`config.mk`:
```
export PLATFORM = sky130hd
export DESIGN_NAME = aib_dll_tap_cal_flat
export DESIGN_NICKNAME = d
export VERILOG_FILES = /design/src/rtl/aib_cal_pkg.sv /design/src/rtl/aib_dll_tap_cal_if.sv /design/src/rtl/aib_cal_win_track.sv /design/src/rtl/aib_dll_tap_cal.sv /design/src/flat_wrapper.sv
export SDC_FILE = /design/constraint.sdc
export NUM_CORES = 1
export LEC_CHECK = 0
export BUFFER_PORTS_ARGS = -buffer_cell sky130_fd_sc_hd__buf_4
export CORE_MARGIN = 4
export CORE_UTILIZATION = 55
export CTS_CLUSTER_DIAMETER = 60
export DETAILED_ROUTE_END_ITERATION = 8
export PLACE_DENSITY = 0.76
export SLEW_MARGIN = 20
export SYNTH_ARGS = -nofsm -noshare
export SYNTH_HDL_FRONTEND = slang
export SYNTH_SLANG_ARGS = --single-unit
```
`constraint.sdc`:
```
create_clock -name i_clk -period 3.9 [get_ports i_clk]
set_input_delay 0.39 -clock i_clk [delete_from_list [all_inputs] [get_ports i_clk]]
set_output_delay 0.39 -clock i_clk [all_outputs]
set_load 0.02 [all_outputs]
```
`src/rtl/aib_cal_pkg.sv`:
```
// Shared types and default timing for the DLL tap calibration sequencer.
package aib_cal_pkg;

  localparam int TAP_W_DEF         = 8;
  localparam int TAP_W_MAX         = 16;
  localparam int SETTLE_CYCLES_DEF = 16;
  localparam int BLANK_CYCLES_DEF  = 2;
  localparam int CLEAR_CYCLES_DEF  = 4;
  localparam int WDOG_CYCLES_DEF   = 4096;
  localparam int MIN_WIN_DEF       = 4;

  typedef enum logic [2:0] {
    ST_IDLE,
    ST_SETTLE,
    ST_RUN,
    ST_EVAL,
    ST_CLEAR,
    ST_CENTER,
    ST_FINISH
  } cal_state_e;

  typedef logic [TAP_W_MAX-1:0] cal_lo_t;
  typedef logic [TAP_W_MAX:0]   cal_len_t;

  // Sized for the widest supported tap; narrower instances zero-extend into it.
  typedef struct packed {
    cal_lo_t  lo;
    cal_len_t len;
  } cal_win_t;

endpackage

```
`src/rtl/aib_dll_tap_cal_if.sv`:
```
// Control, status and test-agent signals of the DLL tap calibration sequencer.
interface aib_dll_tap_cal_if
  import aib_cal_pkg::*;
#(
  parameter int TapW = TAP_W_DEF
);
  logic            i_start;
  logic            i_abort;
  logic [TapW-1:0] i_default_tap;
  logic [TapW-1:0] o_dll_tap;
  logic            o_agent_en;
  logic            i_test_pass;
  logic            i_test_fail;
  logic            i_test_timeout;
  logic            o_busy;
  logic            o_done;
  logic            o_fail;
  logic [TapW-1:0] o_win_lo;
  logic [TapW:0]   o_win_len;

  modport master (
    input  i_start, i_abort, i_default_tap,
    input  i_test_pass, i_test_fail, i_test_timeout,
    output o_dll_tap, o_agent_en,
    output o_busy, o_done, o_fail, o_win_lo, o_win_len
  );

  modport slave (
    output i_start, i_abort, i_default_tap,
    output i_test_pass, i_test_fail, i_test_timeout,
    input  o_dll_tap, o_agent_en,
    input  o_busy, o_done, o_fail, o_win_lo, o_win_len
  );
endinterface

```
`src/rtl/aib_cal_win_track.sv`:
```
// Tracks the current and best passing-tap windows and computes the final centre tap.
module aib_cal_win_track
  import aib_cal_pkg::*;
#(
  parameter int TapW   = TAP_W_DEF,
  parameter int MinWin = MIN_WIN_DEF
) (
  input  logic            i_clk,
  input  logic            i_rst_n,
  input  logic            clr,
  input  logic            step,
  input  logic            step_pass,
  input  logic            commit,
  input  logic [TapW-1:0] tap,
  output logic [TapW-1:0] best_lo,
  output logic [TapW:0]   best_len,
  output logic [TapW-1:0] centre,
  output logic            final_ok,
  output logic            close_ok
);

  localparam int LenW = TapW + 1;

  cal_win_t              cur;
  cal_win_t              best;
  cal_win_t              fin;
  logic [TAP_W_MAX:0]    mid;

  // Strict compare: on equal widths the earlier window is kept.
  always_comb begin
    fin      = (cur.len > best.len) ? cur : best;
    mid      = {1'b0, fin.lo} + ((fin.len - cal_len_t'(1)) >> 1);
    final_ok = (fin.len >= cal_len_t'(MinWin));
    close_ok = (cur.len >= cal_len_t'(MinWin));
  end

  always_ff @(posedge i_clk) begin
    if (!i_rst_n || clr) begin
      cur  <= '0;
      best <= '0;
    end else if (step) begin
      if (step_pass) begin
        if (cur.len == '0) cur.lo <= cal_lo_t'(tap);
        cur.len <= cur.len + cal_len_t'(1);
      end else begin
        if (cur.len > best.len) best <= cur;
        cur.len <= '0;
      end
    end else if (commit) begin
      best    <= fin;
      cur.len <= '0;
    end
  end

  assign best_lo  = TapW'(best.lo);
  assign best_len = LenW'(best.len);
  assign centre   = TapW'(mid);

endmodule

```
`src/rtl/aib_dll_tap_cal.sv`:
```
// DLL tap sweep sequencer: finds the widest passing window and programs its centre.
// Define AIB_DLL_CAL_EARLY_EXIT_EN to stop the sweep once a wide-enough window closes.
module aib_dll_tap_cal
  import aib_cal_pkg::*;
#(
  parameter int TapW         = TAP_W_DEF,
  parameter int SettleCycles = SETTLE_CYCLES_DEF,
  parameter int BlankCycles  = BLANK_CYCLES_DEF,
  parameter int ClearCycles  = CLEAR_CYCLES_DEF,
  parameter int WdogCycles   = WDOG_CYCLES_DEF,
  parameter int MinWin       = MIN_WIN_DEF
) (
  input logic               i_clk,
  input logic               i_rst_n,
  aib_dll_tap_cal_if.master bus
);

`ifdef AIB_DLL_CAL_EARLY_EXIT_EN
  localparam bit EarlyExit = 1'b1;
`else
  localparam bit EarlyExit = 1'b0;
`endif

  localparam int CntMax = (SettleCycles > ClearCycles) ? SettleCycles : ClearCycles;
  localparam int CntW   = $clog2(CntMax + 1);
  localparam int BlkW   = (BlankCycles > 0) ? $clog2(BlankCycles + 1) : 1;
  localparam int WdgW   = $clog2(WdogCycles + 1);

  cal_state_e      state;
  logic [CntW-1:0] cnt;
  logic [BlkW-1:0] blk_cnt;
  logic [WdgW-1:0] wdg_cnt;
  logic            res_pass;
  logic            early_q;
  logic [TapW-1:0] dll_tap;
  logic            agent_en, busy, done, fail;
  logic [TapW-1:0] win_lo;
  logic [TapW:0]   win_len;

  logic            stat_any, stat_pass;
  logic            win_clr, win_step, win_commit;
  logic [TapW-1:0] best_lo, centre;
  logic [TapW:0]   best_len;
  logic            final_ok, close_ok;

  assign stat_any   = bus.i_test_pass | bus.i_test_fail | bus.i_test_timeout;
  assign stat_pass  = bus.i_test_pass & ~bus.i_test_fail & ~bus.i_test_timeout;
  assign win_clr    = (state == ST_IDLE) && bus.i_start && !bus.i_abort;
  assign win_step   = (state == ST_EVAL) && !bus.i_abort;
  assign win_commit = (state == ST_CENTER) && !bus.i_abort;

  aib_cal_win_track #(.TapW(TapW), .MinWin(MinWin)) u_win (
    .i_clk     (i_clk),
    .i_rst_n   (i_rst_n),
    .clr       (win_clr),
    .step      (win_step),
    .step_pass (res_pass),
    .commit    (win_commit),
    .tap       (dll_tap),
    .best_lo   (best_lo),
    .best_len  (best_len),
    .centre    (centre),
    .final_ok  (final_ok),
    .close_ok  (close_ok)
  );

  always_ff @(posedge i_clk) begin
    if (!i_rst_n) begin
      state    <= ST_IDLE;
      cnt      <= '0;
      blk_cnt  <= '0;
      wdg_cnt  <= '0;
      res_pass <= 1'b0;
      early_q  <= 1'b0;
      dll_tap  <= '0;
      agent_en <= 1'b0;
      busy     <= 1'b0;
      done     <= 1'b0;
      fail     <= 1'b0;
      win_lo   <= '0;
      win_len  <= '0;
    end else if (state != ST_IDLE && bus.i_abort) begin
      state    <= ST_IDLE;
      agent_en <= 1'b0;
      dll_tap  <= bus.i_default_tap;
      busy     <= 1'b0;
      done     <= 1'b0;
      fail     <= 1'b1;
      early_q  <= 1'b0;
    end else begin
      unique case (state)
        ST_IDLE: if (bus.i_start && !bus.i_abort) begin
          dll_tap <= '0;
          done    <= 1'b0;
          fail    <= 1'b0;
          busy    <= 1'b1;
          early_q <= 1'b0;
          cnt     <= CntW'(SettleCycles - 1);
          state   <= ST_SETTLE;
        end
        ST_SETTLE: if (cnt == '0) begin
          agent_en <= 1'b1;
          blk_cnt  <= BlkW'(BlankCycles);
          wdg_cnt  <= WdgW'(WdogCycles - 1);
          state    <= ST_RUN;
        end else begin
          cnt <= cnt - CntW'(1);
        end
        ST_RUN: begin
          if (blk_cnt != '0) blk_cnt <= blk_cnt - BlkW'(1);
          if (wdg_cnt != '0) wdg_cnt <= wdg_cnt - WdgW'(1);
          // Watchdog expiry wins over a status arriving in the same cycle.
          if (wdg_cnt == '0) begin
            res_pass <= 1'b0;
            state    <= ST_EVAL;
          end else if (blk_cnt == '0 && stat_any) begin
            res_pass <= stat_pass;
            state    <= ST_EVAL;
          end
        end
        ST_EVAL: begin
          agent_en <= 1'b0;
          early_q  <= EarlyExit && !res_pass && close_ok;
          cnt      <= CntW'(ClearCycles - 1);
          state    <= ST_CLEAR;
        end
        ST_CLEAR: if (cnt == '0) begin
          if (dll_tap == '1 || early_q) begin
            state <= ST_CENTER;
          end else begin
            dll_tap <= dll_tap + TapW'(1);
            cnt     <= CntW'(SettleCycles - 1);
            state   <= ST_SETTLE;
          end
        end else begin
          cnt <= cnt - CntW'(1);
        end
        ST_CENTER: begin
          dll_tap <= final_ok ? centre : bus.i_default_tap;
          fail    <= ~final_ok;
          state   <= ST_FINISH;
        end
        ST_FINISH: begin
          busy    <= 1'b0;
          done    <= 1'b1;
          win_lo  <= best_lo;
          win_len <= best_len;
          state   <= ST_IDLE;
        end
        default: state <= ST_IDLE;
      endcase
    end
  end

  assign bus.o_dll_tap  = dll_tap;
  assign bus.o_agent_en = agent_en;
  assign bus.o_busy     = busy;
  assign bus.o_done     = done;
  assign bus.o_fail     = fail;
  assign bus.o_win_lo   = win_lo;
  assign bus.o_win_len  = win_len;

endmodule
```
`src/flat_wrapper.sv`:
```
// flat-port wrapper written by rule: the top's interface ports become plain ports
module aib_dll_tap_cal_flat import aib_cal_pkg::*;
#(
  parameter int TapW         = TAP_W_DEF,
  parameter int SettleCycles = SETTLE_CYCLES_DEF,
  parameter int BlankCycles  = BLANK_CYCLES_DEF,
  parameter int ClearCycles  = CLEAR_CYCLES_DEF,
  parameter int WdogCycles   = WDOG_CYCLES_DEF,
  parameter int MinWin       = MIN_WIN_DEF
)
  (i_clk, i_rst_n, bus_i_start, bus_i_abort, bus_i_default_tap, bus_i_test_pass, bus_i_test_fail, bus_i_test_timeout, bus_o_dll_tap, bus_o_agent_en, bus_o_busy, bus_o_done, bus_o_fail, bus_o_win_lo, bus_o_win_len);
  aib_dll_tap_cal_if #(.TapW(TapW)) bus_i ();
  input logic i_clk;
  input logic i_rst_n;
  input wire logic [$bits(bus_i.i_start)-1:0] bus_i_start;
  input wire logic [$bits(bus_i.i_abort)-1:0] bus_i_abort;
  input wire logic [$bits(bus_i.i_default_tap)-1:0] bus_i_default_tap;
  input wire logic [$bits(bus_i.i_test_pass)-1:0] bus_i_test_pass;
  input wire logic [$bits(bus_i.i_test_fail)-1:0] bus_i_test_fail;
  input wire logic [$bits(bus_i.i_test_timeout)-1:0] bus_i_test_timeout;
  output wire logic [$bits(bus_i.o_dll_tap)-1:0] bus_o_dll_tap;
  output wire logic [$bits(bus_i.o_agent_en)-1:0] bus_o_agent_en;
  output wire logic [$bits(bus_i.o_busy)-1:0] bus_o_busy;
  output wire logic [$bits(bus_i.o_done)-1:0] bus_o_done;
  output wire logic [$bits(bus_i.o_fail)-1:0] bus_o_fail;
  output wire logic [$bits(bus_i.o_win_lo)-1:0] bus_o_win_lo;
  output wire logic [$bits(bus_i.o_win_len)-1:0] bus_o_win_len;
  assign bus_i.i_start = bus_i_start;
  assign bus_i.i_abort = bus_i_abort;
  assign bus_i.i_default_tap = bus_i_default_tap;
  assign bus_i.i_test_pass = bus_i_test_pass;
  assign bus_i.i_test_fail = bus_i_test_fail;
  assign bus_i.i_test_timeout = bus_i_test_timeout;
  assign bus_o_dll_tap = bus_i.o_dll_tap;
  assign bus_o_agent_en = bus_i.o_agent_en;
  assign bus_o_busy = bus_i.o_busy;
  assign bus_o_done = bus_i.o_done;
  assign bus_o_fail = bus_i.o_fail;
  assign bus_o_win_lo = bus_i.o_win_lo;
  assign bus_o_win_len = bus_i.o_win_len;
  aib_dll_tap_cal #(.TapW(TapW), .SettleCycles(SettleCycles), .BlankCycles(BlankCycles), .ClearCycles(ClearCycles), .WdogCycles(WdogCycles), .MinWin(MinWin)) u_core (.i_clk(i_clk), .i_rst_n(i_rst_n), .bus(bus_i));
endmodule
```
==> run_results.csv <==
group,metric,value,unit
status,status,"finished with violations",
status,violations,"setup timing",
sta,finalSetupViolCount,1,
finish,syn2layout_area_growth,21.2,%
place,dpl_worst_slack,-0.137,ns
pwr,p_comb_share,34.0,%
grt,grt_max_degree,44,
clocking,clock-sinks,103,
route,drtAntennaViolNets,0,
critical_path,cp_top_family,"compound AO/OA/AOI/OAI gates",
sta,report.final.hold_viol_count,0,
clocking,cts.hold.buffers_added,0,
clocking,clock_latency,0.40,ns
sta,worstMarginPinSlew,1.09,ns
finish,nets,888,
pwr,peakVddDrop,372,µV
critical_path,cp_data_required_time,4.24,ns
critical_path,critical_path_depth,22,
pwr,pwr-share-clk,21.1,%
logic_synthesis,ys.flop_type,"dfxtp_1",
clocking,clockBufferDepth,2,
pwr,p_switching,1.10,mW
critical_path,rr_endpoint,"u_core.bus.o_dll_tap[6]",
critical_path,r2r_cells,22,
grt,grt_pass1_vias,5701,
place,place_congestion,0.911,
route,drt_iter0_markers,546,
hold_path,min_to,"u_core.res_pass",
route,first_pass_iters,5,
critical_path,r2r_start,"u_core.u_win.best[15]",
pwr,power.density,393,nW/µm²
pwr,p_leak,2.95,nW
critical_path,cp.buffers_inverters,3,
floorplan,placementRows,38,
clocking,clkTransAtPathRegs,0.10,ns
critical_path,cp.arrival,4.27,ns
logic_synthesis,synth_async_sr_flop_share,0,%
floorplan,io-pin-count,44,
floorplan,die_x,113,µm
logic_synthesis,synth_area,6100,µm²
critical_path,r2r_setup_slack,-0.03,ns
logic_synthesis,syn_avg_cell_area,7.98,µm²
floorplan,initial_core_util,56.2,%
pwr,seqPwrFrac,45.0,%
critical_path,worstSetupStartpointType,"flip-flop",
route,route.detailed.drc,0,
pwr,p_sw_share,37.7,%
critical_path,critPathCaptureType,"flip-flop",
pwr,internal_power,1.81,mW
route,drt-total-wl,16900,µm
route,avgRoutedWirePerCell,17.2,µm
logic_synthesis,ys.warnings.count,0,
logic_synthesis,synth_seq_cells,103,
place,port_buffers,43,
sta,finClkSkew,0.0172,ns
critical_path,crit_type,"reg -> reg",
finish,drive_gt1_share,22.9,%
clocking,numCtsBuffers,9,
grt,grt_pass1_wl,26900,µm
sta,min_period,3.93,ns
run,cap_violations,0,
hold_path,min_from,"bus_i_test_timeout",
finish,num_antenna_cells,0,
route,via_count,5957,
floorplan,die-height,113,µm
floorplan,core,10800,µm²
clocking,root_buffer,"clkbuf_8",
critical_path,timing.critical_path.slowest_cell_delay,0.39,ns
grt,antenna_found_initial,0,
logic_synthesis,synth-edff-count,0,
grt,track_usage,25.5,%
sta,slew-limit-headroom,26.7,%
hold_path,hold_path_class,"in -> reg",
critical_path,crit_top_cell,"ha_4",
logic_synthesis,synthCells,764,
hold_path,hold_depth,4,
critical_path,path_max_fanout,5,
critical_path,path_cells,"inv_1 -> ha_4 -> nand4_1 -> nor3_4 -> nand3_2 -> o211a_4 -> nor2_4 -> nor2_2 -> a21oi_4 -> buf_6 -> ha_4 -> inv_2 -> ha_4 -> fa_2 -> a21o_1 -> a21oi_2 -> o21bai_1 -> a21oi_1 -> xnor2_1 -> o21ai_1 -> a21o_1 -> a21oi_2",
place,post-dp-hpwl,11900,µm
sta,period_share,101,%
sta,drv_slew,0,
sta,fmax,255,MHz
clocking,htreeDepth,3,
sta,rsz0062_at_grt,"yes",
critical_path,crit_slowest_cell,"fa_2",
floorplan,die_area,12800,µm²
finish,fillers,893,
logic_synthesis,synth.distinct_cells,64,
logic_synthesis,synth-seq-area-share,33.8,%
sta,fin_ws,-0.0276,ns
route,via_per_inst,6.06,
sta,hold_ws,0.313,ns
logic_synthesis,synth_fp_nets,813,
clocking,cts_tree,"yes",
grt,gr-total-overflow,0,
## cells by family (layout without fill, tap and decap cells)
logic type               Yosys count  in the layout  share of synthesized area [%]
AND/OR/NAND/NOR                  284            284                           22.1
flip-flops                       103            103                           33.8
XOR/XNOR                          31             31                           4.45
AO/OA/AOI/OAI                    196            196                           20.3
multiplexers                      45             45                           7.59
buffers and inverters             71            150                           4.64
adder cells (fa/ha/maj)           34             34                           7.10
## worst min-delay path: stages
cell and delay [ns]:
buf_4 0.09, o21ai_0 0.06, nand2b_1 0.06, a211oi_1 0.06
## stage by stage
stage | instance area (µm²) | power [mW] | util, % | std cells | TNS, ns
after floorplan | 6110 | 2.01 | - | 764 | -0.0344
after detailed placement | 6840 | 2.28 | 63.1 | 958 | -0.280
after global placement | 6840 | 2.24 | 63.1 | 958 | 0
final | 7390 | 2.91 | 68.2 | 983 | -0.0276
after global routing | 7390 | 3.09 | 68.2 | 983 | -0.795
after CTS | 7040 | 2.89 | 65.0 | 975 | -0.0222
## per-layer routing
layer / part of all wire, % / vias to the layer above / track usage [%] / wire, µm
met3: 5.7 / 36 / 4.01 / 970
met2: 50 / 205 / 43.9 / 8460
li1: - / 2873 / - / -
met5: 0 / - / 0 / 0
met4: 2.3 / 0 / 9.94 / 395
met1: 42 / 2843 / 31.9 / 7100
## power by group through the flow
stage | registers, mW | logic, mW | clock network [mW]
6_report | 1.31 | 0.987 | 0.613
5_1_grt | 1.33 | 1.09 | 0.666
4_1_cts | 1.30 | 0.959 | 0.629
3_5_place_dp | 1.33 | 0.952 | 0
3_3_place_gp | 1.32 | 0.918 | 0
2_1_floorplan | 1.31 | 0.700 | 0
## state kept, by name, summed over array words and instances, names as in the netlist
| register | count |
|---|---|
| u_core.state | 3 |
| u_core.bus.o_win_len | 9 |
| u_core.u_win.best | 8 |
| u_core.bus.o_win_lo | 8 |
| u_core.bus.o_done | 1 |
| u_core.u_win.best_lo | 8 |
| u_core.bus.o_fail | 1 |
| u_core.wdg_cnt | 13 |
| u_core.bus.o_agent_en | 1 |
| u_core.u_win.cur | 25 |
| u_core.bus.o_busy | 1 |
| u_core.blk_cnt | 2 |
| u_core.res_pass | 1 |
| u_core.bus.o_dll_tap | 8 |
| u_core.cnt | 5 |
| u_core.u_win.best_len | 9 |
## what timing repair did
item | in CTS | in global routing
pin swaps | 5 | 28
resized for setup | 9 | 56
setup endpoints to repair | 4 | 5
buffers inserted | 2 | 8
## Yosys cell counts, drive strengths merged, types with 6 or more instances
master / instances / area share (%)
xnor2: 16 / 2.3
and3: 13 / 1.4
a21oi: 73 / 6.0
o21ai: 37 / 3.1
mux2: 10 / 1.8
nand2b: 9 / 0.92
nor4: 9 / 1.2
a311oi: 11 / 1.6
a211oi: 14 / 1.7
o221ai: 6 / 0.86
dfxtp: 103 / 34
a31oi: 10 / 1.0
nor2: 106 / 6.5
nor2b: 8 / 0.82
o21a: 6 / 0.74
buf: 8 / 0.76
nand4: 6 / 0.62
nand3: 16 / 1.3
ha: 33 / 6.8
clkbuf: 32 / 2.0
nor3: 19 / 1.6
mux2i: 35 / 5.7
inv: 30 / 1.8
nand2: 72 / 4.5
xor2: 15 / 2.2
## cell type report
cell class	instances	area [µm²]	share of cell area [%]
Multi-Input combinational cell	590	4070	55.0
Tap cell	140	175	2.37
Clock buffer	12	145	1.96
Timing Repair Buffer	104	792	10.7
Inverter	31	116	1.57
Sequential cell	103	2070	28.1
Clock inverter	3	20.0	0.271
## layout by cell type, fill, tap and decap left out, drive strengths merged, types with 9 or more instances in the layout
cell type | netlist | routed
inv | 30 | 30
a211oi | 14 | 14
o21ai | 37 | 37
ha | 33 | 33
nand2 | 72 | 72
buf | 8 | 104
nor2 | 106 | 106
mux2i | 35 | 35
dfxtp | 103 | 103
a31oi | 10 | 10
xnor2 | 16 | 16
nor4 | 9 | 9
clkbuf | 32 | 12
a311oi | 11 | 11
and3 | 13 | 13
xor2 | 15 | 15
nand3 | 16 | 16
mux2 | 10 | 10
nand2b | 9 | 9
a21oi | 73 | 73
nor3 | 19 | 19
## worst max-delay path by stage
stage	from	slack [ns]	end
floorplan	u_core.u_win.best[16]	-0.03	u_core.bus.o_dll_tap[7]
global placement	u_core.u_win.best[10]	0.03	u_core.bus.o_dll_tap[6]
detailed placement	u_core.u_win.best[15]	-0.14	u_core.bus.o_dll_tap[7]
CTS	u_core.u_win.best[10]	-0.01	u_core.bus.o_dll_tap[6]
global route	u_core.u_win.best[15]	-0.29	u_core.bus.o_dll_tap[6]
finish	u_core.u_win.best[15]	-0.03	u_core.bus.o_dll_tap[6]
Power figures use the tool's default switching activity.
